File: src/rtl/stopwatch_ctrl_if.sv
// Signal bundle between the stopwatch sequencer and its surroundings (buttons, mode
// switch, digit chain). The slave side is the sequencer; the master side drives its inputs.
interface stopwatch_ctrl_if;
  // No valid/ready handshake: cnt_en, clr and lap_pulse are single-cycle strobes that
  // every digit consumes on the edge they are high. All other outputs are levels.
  logic       btn_ss;
  logic       btn_lap;
  logic       mode_up;
  logic       chain_zero;
  logic       cnt_en;
  logic       dir;
  logic       clr;
  logic       lap_pulse;
  logic       lap_view;
  logic       alarm;
  logic [1:0] state;

  modport slave (
    input  btn_ss, btn_lap, mode_up, chain_zero,
    output cnt_en, dir, clr, lap_pulse, lap_view, alarm, state
  );

  modport master (
    output btn_ss, btn_lap, mode_up, chain_zero,
    input  cnt_en, dir, clr, lap_pulse, lap_view, alarm, state
  );
endinterface

File: src/rtl/stopwatch_ctrl.sv
// Stopwatch/timer sequencer: button sync + debounce, main FSM, count-tick prescaler.
// Optional macro ALARM_BLINK_EN makes the expiry alarm blink at 1 Hz instead of staying high.
module stopwatch_ctrl #(
  parameter int CLK_HZ          = 100000000,
  parameter int TICK_HZ         = 100,
  parameter int DEBOUNCE_CYCLES = 1000000
) (
  input  logic             clk100MHz,
  input  logic             rst,
  stopwatch_ctrl_if.slave  bus
);

  localparam int DIV = CLK_HZ / TICK_HZ;
  localparam int PW  = (DIV > 1) ? $clog2(DIV) : 1;
  localparam int DW  = (DEBOUNCE_CYCLES > 1) ? $clog2(DEBOUNCE_CYCLES) : 1;

  localparam logic [PW-1:0] PRESC_LAST = PW'(DIV - 1);
  localparam logic [DW-1:0] DEB_LAST   = DW'(DEBOUNCE_CYCLES - 1);

  localparam logic [1:0] S_IDLE    = 2'd0;
  localparam logic [1:0] S_RUN     = 2'd1;
  localparam logic [1:0] S_PAUSE   = 2'd2;
  localparam logic [1:0] S_EXPIRED = 2'd3;

  // bit 0 = start/stop, bit 1 = lap/reset
  logic [1:0]         w_raw;
  logic [1:0]         r_meta;
  logic [1:0]         r_sync;
  logic [1:0]         r_lvl;
  logic [1:0][DW-1:0] r_db_cnt;
  logic [1:0]         w_press;
  logic               w_ss;
  logic               w_lap;

  logic [1:0]    r_state;
  logic          r_dir;
  logic          r_lap_view;
  logic          r_alarm;
  logic          r_cnt_en;
  logic          r_clr;
  logic          r_lap_pulse;
  logic [PW-1:0] r_presc;

  logic [1:0] w_state_nxt;
  logic       w_dir_nxt;
  logic       w_lap_view_nxt;
  logic       w_alarm_nxt;
  logic       w_cnt_en_nxt;
  logic       w_clr_nxt;
  logic       w_lap_pulse_nxt;
  logic       w_tick;
  logic       w_start_ok;
  logic       w_presc_run;

  assign w_raw = {bus.btn_lap, bus.btn_ss};

  always_ff @(posedge clk100MHz or negedge rst) begin
    if (!rst) begin
      r_meta <= '0;
      r_sync <= '0;
    end else begin
      r_meta <= w_raw;
      r_sync <= r_meta;
    end
  end

  // The counter measures how long the synchronized level has disagreed with the
  // accepted level; any agreeing sample restarts the count.
  always_ff @(posedge clk100MHz or negedge rst) begin
    if (!rst) begin
      r_lvl    <= '0;
      r_db_cnt <= '0;
    end else begin
      for (int i = 0; i < 2; i++) begin
        if (r_sync[i] == r_lvl[i]) begin
          r_db_cnt[i] <= '0;
        end else if (r_db_cnt[i] == DEB_LAST) begin
          r_lvl[i]    <= r_sync[i];
          r_db_cnt[i] <= '0;
        end else begin
          r_db_cnt[i] <= r_db_cnt[i] + 1'b1;
        end
      end
    end
  end

  assign w_press[0] = (r_sync[0] != r_lvl[0]) && (r_db_cnt[0] == DEB_LAST) && r_sync[0];
  assign w_press[1] = (r_sync[1] != r_lvl[1]) && (r_db_cnt[1] == DEB_LAST) && r_sync[1];
  assign w_ss       = w_press[0];
  assign w_lap      = w_press[1] && !w_press[0];

  // Starting a countdown that is already at zero would expire instantly, so refuse it.
  assign w_start_ok = bus.mode_up || !bus.chain_zero;
  assign w_tick     = (r_presc == PRESC_LAST);

`ifdef ALARM_BLINK_EN
  localparam int BLINK_TICKS = (TICK_HZ / 2 > 0) ? TICK_HZ / 2 : 1;
  localparam int BW          = (BLINK_TICKS > 1) ? $clog2(BLINK_TICKS) : 1;
  localparam logic [BW-1:0] BLINK_LAST = BW'(BLINK_TICKS - 1);

  logic [BW-1:0] r_blink_cnt;
  logic          w_blink_toggle;

  assign w_blink_toggle = (r_state == S_EXPIRED) && w_tick && (r_blink_cnt == BLINK_LAST);

  always_ff @(posedge clk100MHz or negedge rst) begin
    if (!rst) begin
      r_blink_cnt <= '0;
    end else if (r_state != S_EXPIRED || w_state_nxt != S_EXPIRED) begin
      r_blink_cnt <= '0;
    end else if (w_tick) begin
      r_blink_cnt <= (r_blink_cnt == BLINK_LAST) ? '0 : r_blink_cnt + 1'b1;
    end
  end

  assign w_presc_run = ((r_state == S_RUN) && (w_state_nxt == S_RUN)) ||
                       ((r_state == S_EXPIRED) && (w_state_nxt == S_EXPIRED));
`else
  assign w_presc_run = (r_state == S_RUN) && (w_state_nxt == S_RUN);
`endif

  always_comb begin
    w_state_nxt     = r_state;
    w_dir_nxt       = r_dir;
    w_lap_view_nxt  = r_lap_view;
    w_alarm_nxt     = r_alarm;
    w_cnt_en_nxt    = 1'b0;
    w_clr_nxt       = 1'b0;
    w_lap_pulse_nxt = 1'b0;
    case (r_state)
      S_IDLE: begin
        if (w_ss && w_start_ok) begin
          w_state_nxt = S_RUN;
          w_dir_nxt   = bus.mode_up;
        end
      end
      S_RUN: begin
        // Reaching zero while counting down outranks a simultaneous start/stop press.
        if (!r_dir && bus.chain_zero) begin
          w_state_nxt = S_EXPIRED;
          w_alarm_nxt = 1'b1;
        end else begin
          w_cnt_en_nxt = w_tick;
          if (w_ss) begin
            w_state_nxt = S_PAUSE;
          end else if (w_lap && r_dir) begin
            w_lap_pulse_nxt = 1'b1;
            w_lap_view_nxt  = 1'b1;
          end
        end
      end
      S_PAUSE: begin
        if (w_ss) begin
          if (w_start_ok) begin
            w_state_nxt = S_RUN;
            w_dir_nxt   = bus.mode_up;
          end
        end else if (w_lap) begin
          w_state_nxt    = S_IDLE;
          w_clr_nxt      = 1'b1;
          w_lap_view_nxt = 1'b0;
        end
      end
      S_EXPIRED: begin
        if (w_press != 2'b00) begin
          w_state_nxt    = S_IDLE;
          w_clr_nxt      = 1'b1;
          w_alarm_nxt    = 1'b0;
          w_lap_view_nxt = 1'b0;
        end
`ifdef ALARM_BLINK_EN
        else if (w_blink_toggle) begin
          w_alarm_nxt = !r_alarm;
        end
`endif
      end
      default: begin
        w_state_nxt = S_IDLE;
      end
    endcase
  end

  always_ff @(posedge clk100MHz or negedge rst) begin
    if (!rst) begin
      r_presc <= '0;
    end else if (w_presc_run) begin
      r_presc <= w_tick ? '0 : r_presc + 1'b1;
    end else begin
      r_presc <= '0;
    end
  end

  always_ff @(posedge clk100MHz or negedge rst) begin
    if (!rst) begin
      r_state     <= S_IDLE;
      r_dir       <= 1'b1;
      r_lap_view  <= 1'b0;
      r_alarm     <= 1'b0;
      r_cnt_en    <= 1'b0;
      r_clr       <= 1'b0;
      r_lap_pulse <= 1'b0;
    end else begin
      r_state     <= w_state_nxt;
      r_dir       <= w_dir_nxt;
      r_lap_view  <= w_lap_view_nxt;
      r_alarm     <= w_alarm_nxt;
      r_cnt_en    <= w_cnt_en_nxt;
      r_clr       <= w_clr_nxt;
      r_lap_pulse <= w_lap_pulse_nxt;
    end
  end

  assign bus.state     = r_state;
  assign bus.dir       = r_dir;
  assign bus.lap_view  = r_lap_view;
  assign bus.alarm     = r_alarm;
  assign bus.cnt_en    = r_cnt_en;
  assign bus.clr       = r_clr;
  assign bus.lap_pulse = r_lap_pulse;

endmodule

File: src/flat_wrapper.sv
// flat-port wrapper written by rule: the top's interface ports become plain ports
module stopwatch_ctrl_flat 
#(
  parameter int CLK_HZ          = 100000000,
  parameter int TICK_HZ         = 100,
  parameter int DEBOUNCE_CYCLES = 1000000
)
  (clk100MHz, rst, bus_btn_ss, bus_btn_lap, bus_mode_up, bus_chain_zero, bus_cnt_en, bus_dir, bus_clr, bus_lap_pulse, bus_lap_view, bus_alarm, bus_state);
  stopwatch_ctrl_if bus_i ();
  input  logic clk100MHz;
  input  logic rst;
  input wire logic [$bits(bus_i.btn_ss)-1:0] bus_btn_ss;
  input wire logic [$bits(bus_i.btn_lap)-1:0] bus_btn_lap;
  input wire logic [$bits(bus_i.mode_up)-1:0] bus_mode_up;
  input wire logic [$bits(bus_i.chain_zero)-1:0] bus_chain_zero;
  output wire logic [$bits(bus_i.cnt_en)-1:0] bus_cnt_en;
  output wire logic [$bits(bus_i.dir)-1:0] bus_dir;
  output wire logic [$bits(bus_i.clr)-1:0] bus_clr;
  output wire logic [$bits(bus_i.lap_pulse)-1:0] bus_lap_pulse;
  output wire logic [$bits(bus_i.lap_view)-1:0] bus_lap_view;
  output wire logic [$bits(bus_i.alarm)-1:0] bus_alarm;
  output wire logic [$bits(bus_i.state)-1:0] bus_state;
  assign bus_i.btn_ss = bus_btn_ss;
  assign bus_i.btn_lap = bus_btn_lap;
  assign bus_i.mode_up = bus_mode_up;
  assign bus_i.chain_zero = bus_chain_zero;
  assign bus_cnt_en = bus_i.cnt_en;
  assign bus_dir = bus_i.dir;
  assign bus_clr = bus_i.clr;
  assign bus_lap_pulse = bus_i.lap_pulse;
  assign bus_lap_view = bus_i.lap_view;
  assign bus_alarm = bus_i.alarm;
  assign bus_state = bus_i.state;
  stopwatch_ctrl #(.CLK_HZ(CLK_HZ), .TICK_HZ(TICK_HZ), .DEBOUNCE_CYCLES(DEBOUNCE_CYCLES)) u_core (.clk100MHz(clk100MHz), .rst(rst), .bus(bus_i));
endmodule
File: config.mk
export PLATFORM = sky130hd
export DESIGN_NAME = stopwatch_ctrl_flat
export DESIGN_NICKNAME = d
export VERILOG_FILES = /design/src/rtl/stopwatch_ctrl_if.sv /design/src/rtl/stopwatch_ctrl.sv /design/src/flat_wrapper.sv
export SDC_FILE = /design/constraint.sdc
export NUM_CORES = 1
export LEC_CHECK = 0
export CORE_MARGIN = 2
export CORE_UTILIZATION = 54
export CTS_CLUSTER_SIZE = 14
export DETAILED_ROUTE_END_ITERATION = 10
export GPL_TIMING_DRIVEN = 0
export HOLD_SLACK_MARGIN = 0.08
export PLACE_DENSITY = 0.8
export SYNTH_ARGS = -nofsm -noshare
export SYNTH_HDL_FRONTEND = slang
export SYNTH_SLANG_ARGS = --single-unit
File: constraint.sdc
create_clock -name clk100MHz -period 1.8 [get_ports clk100MHz]
set_input_delay 0.54 -clock clk100MHz [delete_from_list [all_inputs] [get_ports clk100MHz]]
set_output_delay 0.54 -clock clk100MHz [all_outputs]
set_load 0.01 [all_outputs]
---- Yosys cells after proc, flatten, opt, wreduce, memory -nomap -nowiden ----
Index checks and enable logic that the tools add are counted.
storage, ports and cells
  register bits ........................... 74
  bits of input ports ..................... 6
operators by class
  add/sub/neg operators ................... 3
  reduce and logical (&&, ||, !) cells .... 23
  muxes and demuxes ....................... 37
  bitwise gates (word level) .............. 2
  eq/ne operators ......................... 21
operators by type and width
  cell                     count
  $mux W20                 6
  $add A20 B1 Y20 const B  3
  $eq A20 B20 Y1 const B   3
  $mux W1                  19
  $mux W2                  7
  $ne A2 B1 Y1 const B     5
  $ne A2 B2 Y1 const B     5
  $logic_and A1 B1 Y1      9
  $pmux W2 S4              1
  $reduce_and A7 Y1        1
  $pmux W1 S2              3
  $reduce_bool A2 Y1       3
  $eq A2 B1 Y1 const B     2
  $eq A2 B2 Y1 const B     2
  $reduce_and A2 Y1        2
  $reduce_and A4 Y1        1
  $logic_not A1 Y1         3
  $pmux W1 S3              1
  $reduce_and A3 Y1        1
  $reduce_bool A3 Y1       1
  $eq A1 B1 Y1             2
  $logic_not A2 Y1         1
  $ne A1 B1 Y1             2
  $not A1 Y1               2
  $logic_or A1 B1 Y1       1

---- Longest topological paths before layout ----
Gate-level depths: netlist of run 1.
  depth after elaboration ................. 11
  mapped depth ............................ 7

---- Least setup slack after synthesis of run 1 ----
No wires, ideal clock.
  path type ............................... register -> register
  start point ............................. reg u_core.r_db_cnt[20] in the netlist's numbering
  end point ............................... reg u_core.r_lap_view, in the netlist u_core.bus.lap_view
  path slack .............................. 0.014 ns
  data arrival time ....................... 1.718 ns
  library setup time ...................... 0.068 ns
  period minus slack after synthesis ...... 1.786 ns
  stages on the path, launching flop included .. 7
  buffers on the path ..................... 0
  cells stage by stage .................... dfrtp_1 ha_1 and4_4 nand4_4 or4_4 nand4bb_1 nand3_1
between the ends
  cells in the longest elaborated chain, start to end .. 7
RTL lines
  item                                    line                   text
  from (decl)                             stopwatch_ctrl.sv:30   logic [1:0][DW-1:0] r_db_cnt;
  from (signal, indexed assignment)       stopwatch_ctrl.sv:81   r_db_cnt[i] <= r_db_cnt[i] + 1'b1;
  $eq A20 B20 Y1 (*)                      stopwatch_ctrl.sv:88   assign w_press[1] = (r_sync[1] != r_lvl[1]) && (r_db_cnt[1] == DEB_LAST) && r_sync[1];
  $logic_and A1 B1 Y1 (*) (2 in a row)    stopwatch_ctrl.sv:88
  $logic_and A1 B1 Y1                     stopwatch_ctrl.sv:90   assign w_lap = w_press[1] && !w_press[0];
  $logic_and A1 B1 Y1                     stopwatch_ctrl.sv:146  end else if (w_lap && r_dir) begin
  $ne A2 B2 Y1 (no source line)           --
  $reduce_and A7 Y1 (no source line) (*)  --
  to (signal assigned)                    stopwatch_ctrl.sv:205  r_lap_view <= w_lap_view_nxt;
  to (decl)                               stopwatch_ctrl.sv:37   logic r_lap_view;
Every way passes the cells marked *; elsewhere a longest branch is shown, timed or not.
A chain may end at the register's enable or synchronous reset.

---- Worst setup path in the final report of run 1 ----
  start point ............................. reg u_core.r_db_cnt[27] in the netlist's numbering
  end point ............................... reg u_core.r_state[1], in the netlist u_core.bus.state[1]
between the ends
  cells in the longest elaborated chain, start to end .. 7
RTL lines
  item                                  line                   text
  $eq A20 B20 Y1 (*)                    stopwatch_ctrl.sv:88
  $logic_and A1 B1 Y1 (*) (2 in a row)  stopwatch_ctrl.sv:88
  $logic_and A1 B1 Y1                   stopwatch_ctrl.sv:90
  $mux W2                               stopwatch_ctrl.sv:158  end else if (w_lap) begin
  $mux W2                               stopwatch_ctrl.sv:153  if (w_ss) begin
  $pmux W2 S4 (*)                       stopwatch_ctrl.sv:130  case (r_state)
  named net u_core.w_state_nxt[1]       stopwatch_ctrl.sv:44   logic [1:0] w_state_nxt;
  to (signal assigned)                  stopwatch_ctrl.sv:203  r_state <= w_state_nxt;
  to (decl)                             stopwatch_ctrl.sv:35   logic [1:0] r_state;
The timed path passes the listed nets; every way through them passes the cells marked *.

==> results of run 1 <==
[power by group through the flow]
stage               Sequential, mW  Combinational [mW]  Clock [mW]
detailed placement            1.75               0.161           0
floorplan                     1.74              0.0755           0
finish                        1.72               0.208        1.14
global placement              1.74               0.150           0
CTS                           1.71               0.185        1.15
global route                  1.72               0.230        1.23
[worst min path at each step]
stage / start / endpoint / slack, ps
floorplan: rst / u_core.bus.alarm / 240
global placement: u_core.r_meta[1] / u_core.r_sync[1] / 330
detailed placement: u_core.r_meta[0] / u_core.r_sync[0] / 340
CTS: u_core.r_meta[0] / u_core.r_sync[0] / 350
global route: u_core.r_meta[0] / u_core.r_sync[0] / 360
finish: u_core.r_meta[0] / u_core.r_sync[0] / 350
[worst register-to-register path, delay by kind of cell, from the launching register on]
kind	cells	cell delay (ps)
compound gates	1	90
simple gates	3	1010
mux	1	180
flops	1	450
[cell usage after synthesis]
cell type	number	area share
a21oi_1	1	0.0014
and3_1	9	0.016
or3_1	1	0.0018
ha_1	3	0.011
nand4_1	16	0.028
o21ai_1	1	0.0014
nand4bb_1	2	0.0063
a2bb2oi_1	1	0.0025
nand2_1	25	0.026
nor4_2	1	0.0035
xnor2_1	19	0.047
nor4bb_1	1	0.0028
nor2b_1	5	0.0088
or4_4	1	0.0032
or2_2	2	0.0035
nand3_2	1	0.0028
nand3_1	28	0.039
nand4_4	2	0.012
nor4_1	5	0.0088
buf_2	3	0.0042
and4_1	4	0.0099
xor2_1	37	0.091
o31ai_1	3	0.0063
nor4b_1	1	0.0025
nor3b_2	1	0.0035
dfrtp_1	73	0.51
mux2_2	1	0.0032
nand2_2	1	0.0018
nand4b_1	1	0.0025
o21ai_0	3	0.0042
nand2b_1	1	0.0018
and2_1	1	0.0018
o21a_1	1	0.0021
dfstp_2	1	0.0074
nor3_1	8	0.011
inv_1	12	0.013
buf_4	1	0.0021
o2bb2ai_1	1	0.0025
mux2i_1	1	0.0028
and4_4	1	0.0032
nor2_1	75	0.079
o211ai_1	1	0.0021
clkbuf_1	2	0.0021
[cells by family after synthesis]
| group | after synthesis | synth area share |
|---|---|---|
| simple gates | 193 | 0.281 |
| flops | 74 | 0.521 |
| xor+xnor | 56 | 0.138 |
| buf+inv | 18 | 0.0211 |
| compound gates | 12 | 0.0225 |
| fa+ha+maj | 3 | 0.0106 |
| mux | 2 | 0.00598 |
[registers in the layout (all words and copies together), names as in the netlist]
name and flops:
u_core.r_meta 2, u_core.r_presc 20, u_core.bus.state 2, u_core.bus.lap_pulse 1, u_core.r_lvl 2, u_core.bus.alarm 1
u_core.bus.cnt_en 1, u_core.bus.clr 1, u_core.r_db_cnt 40, u_core.bus.lap_view 1, u_core.bus.dir 1, u_core.r_sync 2
[per-layer routing]
| layer | up-vias | GRT usage | wire (µm) |
|---|---|---|---|
| li1 | 1297 | - | - |
| met5 | - | 0 | 0 |
| met1 | 1346 | 0.278 | 3170 |
| met3 | 16 | 0.0379 | 287 |
| met2 | 56 | 0.330 | 3470 |
| met4 | 0 | 0.0880 | 165 |
[per-stage QoR]
step	util	cells	hold slack (ps)
2_1_floorplan	-	358	244
3_3_place_gp	0.595	448	335
3_5_place_dp	0.599	449	337
4_1_cts	0.655	477	353
5_1_grt	0.679	482	364
6_report	0.679	482	351
[cell usage in the layout, fill, tap and decap left out, types with 9 or more instances in the layout]
master    instances
buf_4            20
nor2_1           75
clkbuf_8         10
nand3_1          24
xnor2_1          19
xor2_1           37
inv_1            11
dfrtp_1          70
nand4_1          16
nand2_1          24
and3_1            9
[area by class of cell]
class | instances | area share
Sequential cell | 74 | 0.431
Multi-Input combinational cell | 266 | 0.417
Timing Repair Buffer | 33 | 0.0699
Clock buffer | 10 | 0.0319
Tap cell | 77 | 0.0223
Buffer | 5 | 0.0104
Inverter | 12 | 0.0104
Clock inverter | 5 | 0.00725
[what timing repair did]
action	4_1_cts	5_1_grt
hold endpoints to repair	13	0
gates cloned	1	0
pin swaps	7	6
endpoints found under the setup margin	72	50
hold buffers	1	0
gates resized for setup	23	25
buffers inserted	12	6
==> run summary, run 1 <==
Switching part of the total: 0.248
Root buffer cell: clkbuf_8
Min cycle time layout: 1850 ps
HPWL Detailed: 4410 µm
H-Tree Depth: 3
Clock sinks: 74
Origin of the worst setup path: u_core.r_db_cnt[27]
Violated checks: negative setup slack
Ant. Diodes: 0
Vias in the first global route: 2705
Flop pwr share: 0.561
R2r worst-path depth: 5
FP Rows: 29
TritonCTS buffer count: 9
YS warnings: 0
Setup TNS: -100 ps
Routability cong.: 0.818
CP delay by family, top: simple AND/OR/NAND/NOR gates
Setup WS post-layout: -46.1 ps
Startpoint Class: flop
Max Root-Sink Buffers: 2
Worst path cell trace: nor4b_2 > nand2_1 > or4_4 > mux2i_1 > o2bb2ai_1
Largest net degree at the start of global routing: 61
Period utilization: 1.03
Sequential share of the synthesized area: 0.521
CTS tree: done
Tot Pwr: 3.06 mW
First-pass GRT wire length: 12100 µm
DRT Wirelength: 7090 µm
Total gr overflow: 0
Placed instance area: 3810 µm²
Clk Latency, worst-skew pair: 350 ps
Area growth, synth to finish: 21.3%
F_max: 0.542 GHz
Ratio of cells with drive above 1 in the final layout: 0.175
Reg-to-Reg End: u_core.bus.state[1]
WS Path Type: flop to flop
Pins Over Slew Limit: 0
Cell Pwr Density: 710 nW/µm²
Crit path max fanout: 7
Ports: 14
Pre-Repair DR Iteration Count: 5
Area of the multi-input gates: 1800 µm²
Syn_nets: 367
Clk network pwr share: 0.371
Worst slew margin: 0.651
Nets@finish: 410
Total area of sequential cells: 1860 µm²
All-Layer GR Usage: 0.206
Cell Int Power: 2.30 mW
Comb power frac: 0.068
Static Leak: 1.93 nW
Final Hold Fails: 0
IO Port Bufs: 13
Post-route DRC: 0
Setup WS pre-CTS: -333 ps
Post-synthesis cell type count: 43
Syn Area/Cell: 9.93 µm²
CORE AREA: 6350 µm²
Initial DRC count: 146
CP arrival: 2080 ps
Remaining antenna violation count: 0
Worst EP required: 2040 ps
Clock skew: 10.3 ps
CP max-delay cell: or4_4
VDD IR-drop max: 0.510 mV
Via count: 2715
Max stage delay on crit path: 510 ps
Die W: 85.1 µm
Unrepaired setup endpoints after global routing: true
Depth of the worst hold-timing path: 0
Worst Setup EP: u_core.bus.state[1]
Initial Utilization: 0.560
Reg clk slew, reported paths: 80 ps
WP depth: 5
Worst Hold Class: flop to flop
Initial antenna violation count: 0
Status: finished, violations left
Worst R2R Start: u_core.r_db_cnt[27]
Buf/Inv on CP: 0
Routed vias/inst: 5.63
Register bit total from synthesis: 74
DR WL/cell: 14.7 µm
Worst slew pin tran: 519 ps
Die height: 85.1 µm
Psw: 759 µW
Die ar.: 7250 µm²
Fillers: 441
Reported max-cap violation count: 0
Final instance area: 4310 µm²
Cells after synthesis: 358
Final-report setup violation count: 5
Worst Setup End Kind: flop
Flop-to-flop setup slack: -50 ps
Synthesized cell area: 3550 µm²
Power figures use the tool's default switching activity.
==> run 2, diff against run 1 <==
--- a/config.mk
+++ b/config.mk
@@ -5,6 +5,7 @@
 export SDC_FILE = /design/constraint.sdc
 export NUM_CORES = 1
 export LEC_CHECK = 0
+export CORE_ASPECT_RATIO = 0.6
 export CORE_MARGIN = 2
 export CORE_UTILIZATION = 54
 export CTS_CLUSTER_SIZE = 14
==> run 2 against run 1 <==
Effect of this change:
- the run still ends with negative setup slack left
- highest routed layer unchanged
- clock-buffer cell count rose by 2
- critical path depth rose by 1
- register-to-register slack got worse by 30 ps
- critical endpoint is now u_core.bus.state[0]
- non-clock buffer count fell by 1
- cell count rose by 1.5%
- via count fell by 1.5%
- hold slack improved by 11 ps
- total power rose by 4.7%
- first-iteration DRC count fell by 1.4%
- sequential power barely moved
- flip-flop and latch count did not move
==> run summary, run 2 (synthesis results as in run 1) <==
Routability cong.: 0.812 (was 0.818)
Routed vias/inst: 5.47 (was 5.63)
Ratio of cells with drive above 1 in the final layout: 0.175 (unchanged)
Die height: 66.8 µm (was 85.1 µm)
Die W: 109 µm (was 85.1 µm)
WS Path Type: flop to flop (unchanged)
Post-route DRC: 0 (unchanged)
Top Registers: u_core.r_db_cnt x40, u_core.r_presc x20 (unchanged)
Area of the multi-input gates: 1800 µm² (about the same)
Most frequent cells in the layout: nor2_1 (74), dfrtp_1 (70), xor2_1 (37) (was nor2_1 (75), dfrtp_1 (70), xor2_1 (37))
Final Hold Fails: 0 (unchanged)
Fillers: 427 (was 441)
IO Port Bufs: 13 (unchanged)
H-Tree Depth: 3 (unchanged)
Max Root-Sink Buffers: 2 (unchanged)
Status: finished, violations left (unchanged)
Final-report setup violation count: 6 (was 5)
All-Layer GR Usage: 0.223 (was 0.206)
Pins Over Slew Limit: 0 (unchanged)
Worst slew margin: 0.636 (was 0.651)
Startpoint Class: flop (unchanged)
Via count: 2675 (was 2715)
Worst Hold Class: flop to flop (unchanged)
Die ar.: 7270 µm² (was 7250 µm²)
CORE AREA: 6250 µm² (was 6350 µm²)
FP Rows: 22 (was 29)
Remaining antenna violation count: 0 (unchanged)
Largest Register: u_core.r_db_cnt (unchanged)
Clk Latency, worst-skew pair: 350 ps (about the same)
Clock skew: 10.4 ps (was 10.3 ps)
Setup WS post-layout: -73.6 ps (was -46.1 ps)
Area growth, synth to finish: 22.5% (was 21.3%)
Initial DRC count: 144 (was 146)
Worst path cell trace: nand3_2 > nor4_4 > nand4_4 > buf_8 > o211ai_1 > nand3_1 (was nor4b_2 > nand2_1 > or4_4 > mux2i_1 > o2bb2ai_1)
First-pass GRT wire length: 12000 µm (was 12100 µm)
Vias in the first global route: 2534 (was 2705)
Root buffer cell: clkbuf_8 (unchanged)
Setup WS pre-CTS: -339 ps (was -333 ps)
Max reg flops: 40 (unchanged)
Period utilization: 1.04 (was 1.03)
Ant. Diodes: 0 (unchanged)
DRT Wirelength: 7480 µm (was 7090 µm)
Worst Setup End Kind: flop (unchanged)
Reported max-cap violation count: 0 (unchanged)
Ports: 14 (unchanged)
DR WL/cell: 15.3 µm (was 14.7 µm)
Hold Slack: 362 ps (was 351 ps)
CTS tree: done (unchanged)
F_max: 0.534 GHz (was 0.542 GHz)
Initial antenna violation count: 0 (unchanged)
Cell Pwr Density: 736 nW/µm² (was 710 nW/µm²)
Setup TNS: -282 ps (was -100 ps)
Worst slew pin tran: 543 ps (was 519 ps)
Initial Utilization: 0.569 (was 0.560)
Largest net degree at the start of global routing: 57 (was 61)
Reg clk slew, reported paths: 80 ps (about the same)
Clock sinks: 74 (unchanged)
Static Leak: 1.96 nW (was 1.93 nW)
Crit path max fanout: 5 (was 7)
CP max-delay cell: dfrtp_1 (was or4_4)
CP arrival: 2100 ps (was 2080 ps)
Pre-Repair DR Iteration Count: 4 (was 5)
Worst EP required: 2030 ps (was 2040 ps)
HPWL Detailed: 4690 µm (was 4410 µm)
Min cycle time layout: 1870 ps (was 1850 ps)
VDD IR-drop max: 0.452 mV (was 0.510 mV)
Nets@finish: 409 (was 410)
Max stage delay on crit path: 420 ps (was 510 ps)
Violated checks: negative setup slack (unchanged)
Commonest non-fill, non-tap cell in the layout: nor2_1 (unchanged)
TritonCTS buffer count: 9 (unchanged)
Total area of sequential cells: 1860 µm² (unchanged)
Unrepaired setup endpoints after global routing: true (unchanged)
Total gr overflow: 0 (unchanged)
-- run 2: power by group --
group	internal, mW	leakage, nW	total (mW)	switching [mW]
Sequential	1.69	0.999	1.72	0.0278
Clock	0.679	0.0966	1.28	0.603
Combinational	0.0831	0.863	0.206	0.123
Total	2.45	1.96	3.20	0.753
-- run 2: routing by layer --
metal	share of wire	vias up	routed length [µm]	track usage
met1	0.51	1308	3850	0.325
met2	0.44	57	3280	0.309
met4	0.0083	0	62	0.0833
met3	0.038	8	286	0.0695
li1	-	1302	-	-
met5	0	-	0	0
-- run 2: path summary, 6_finish.rpt --
| path | start | to | slack [ps] | depth (start not counted) |
|---|---|---|---|---|
| worst max-delay path | u_core.r_db_cnt[3] | u_core.bus.state[0] | -70 | 6 |
| worst min-delay path | u_core.r_meta[0] | u_core.r_sync[0] | 360 | 0 |
| worst max register to register | u_core.r_db_cnt[3] | u_core.bus.state[0] | -70 | 6 |
| worst min register to register | u_core.r_meta[0] | u_core.r_sync[0] | 360 | 0 |
| max in group asynchronous | rst | u_core.bus.dir | 600 | 3 |
| min in group asynchronous | rst | u_core.r_db_cnt[35] | 610 | 2 |
-- run 2: timing repair --
action                                  CTS  global route
endpoints found under the setup margin   73            49
hold buffers                              1             0
resized for setup                        31            15
pin swaps                                10             8
buffers inserted                          7             8
cloned                                    0             1
endpoints found under the hold margin    18             0
-- run 2: area by class of cell --
type	count	area share
Sequential cell	74	0.426
Multi-Input combinational cell	266	0.414
Timing Repair Buffer	31	0.0693
Clock buffer	12	0.0333
Tap cell	84	0.0241
Clock inverter	4	0.0118
Buffer	6	0.0109
Inverter	12	0.0103
-- run 2: worst max-delay path, delay by kind of cell (launching register included) --
family                 cells  cell delay [ps]
buffers and inverters      1              210
DFF                        1              420
and+or+nand+nor            4              910
AOI/OAI and AO/OA          1              220
-- run 2: per-stage QoR --
step / total power, mW / instances / cell area (µm²) / util
6_report: 3.20 / 489 / 4350 / 0.697
4_1_cts: 3.20 / 480 / 4190 / 0.670
3_5_place_dp: 1.90 / 456 / 3810 / 0.611
3_3_place_gp: 1.89 / 455 / 3790 / 0.607
5_1_grt: 3.33 / 489 / 4350 / 0.697
2_1_floorplan: 1.82 / 358 / 3550 / -
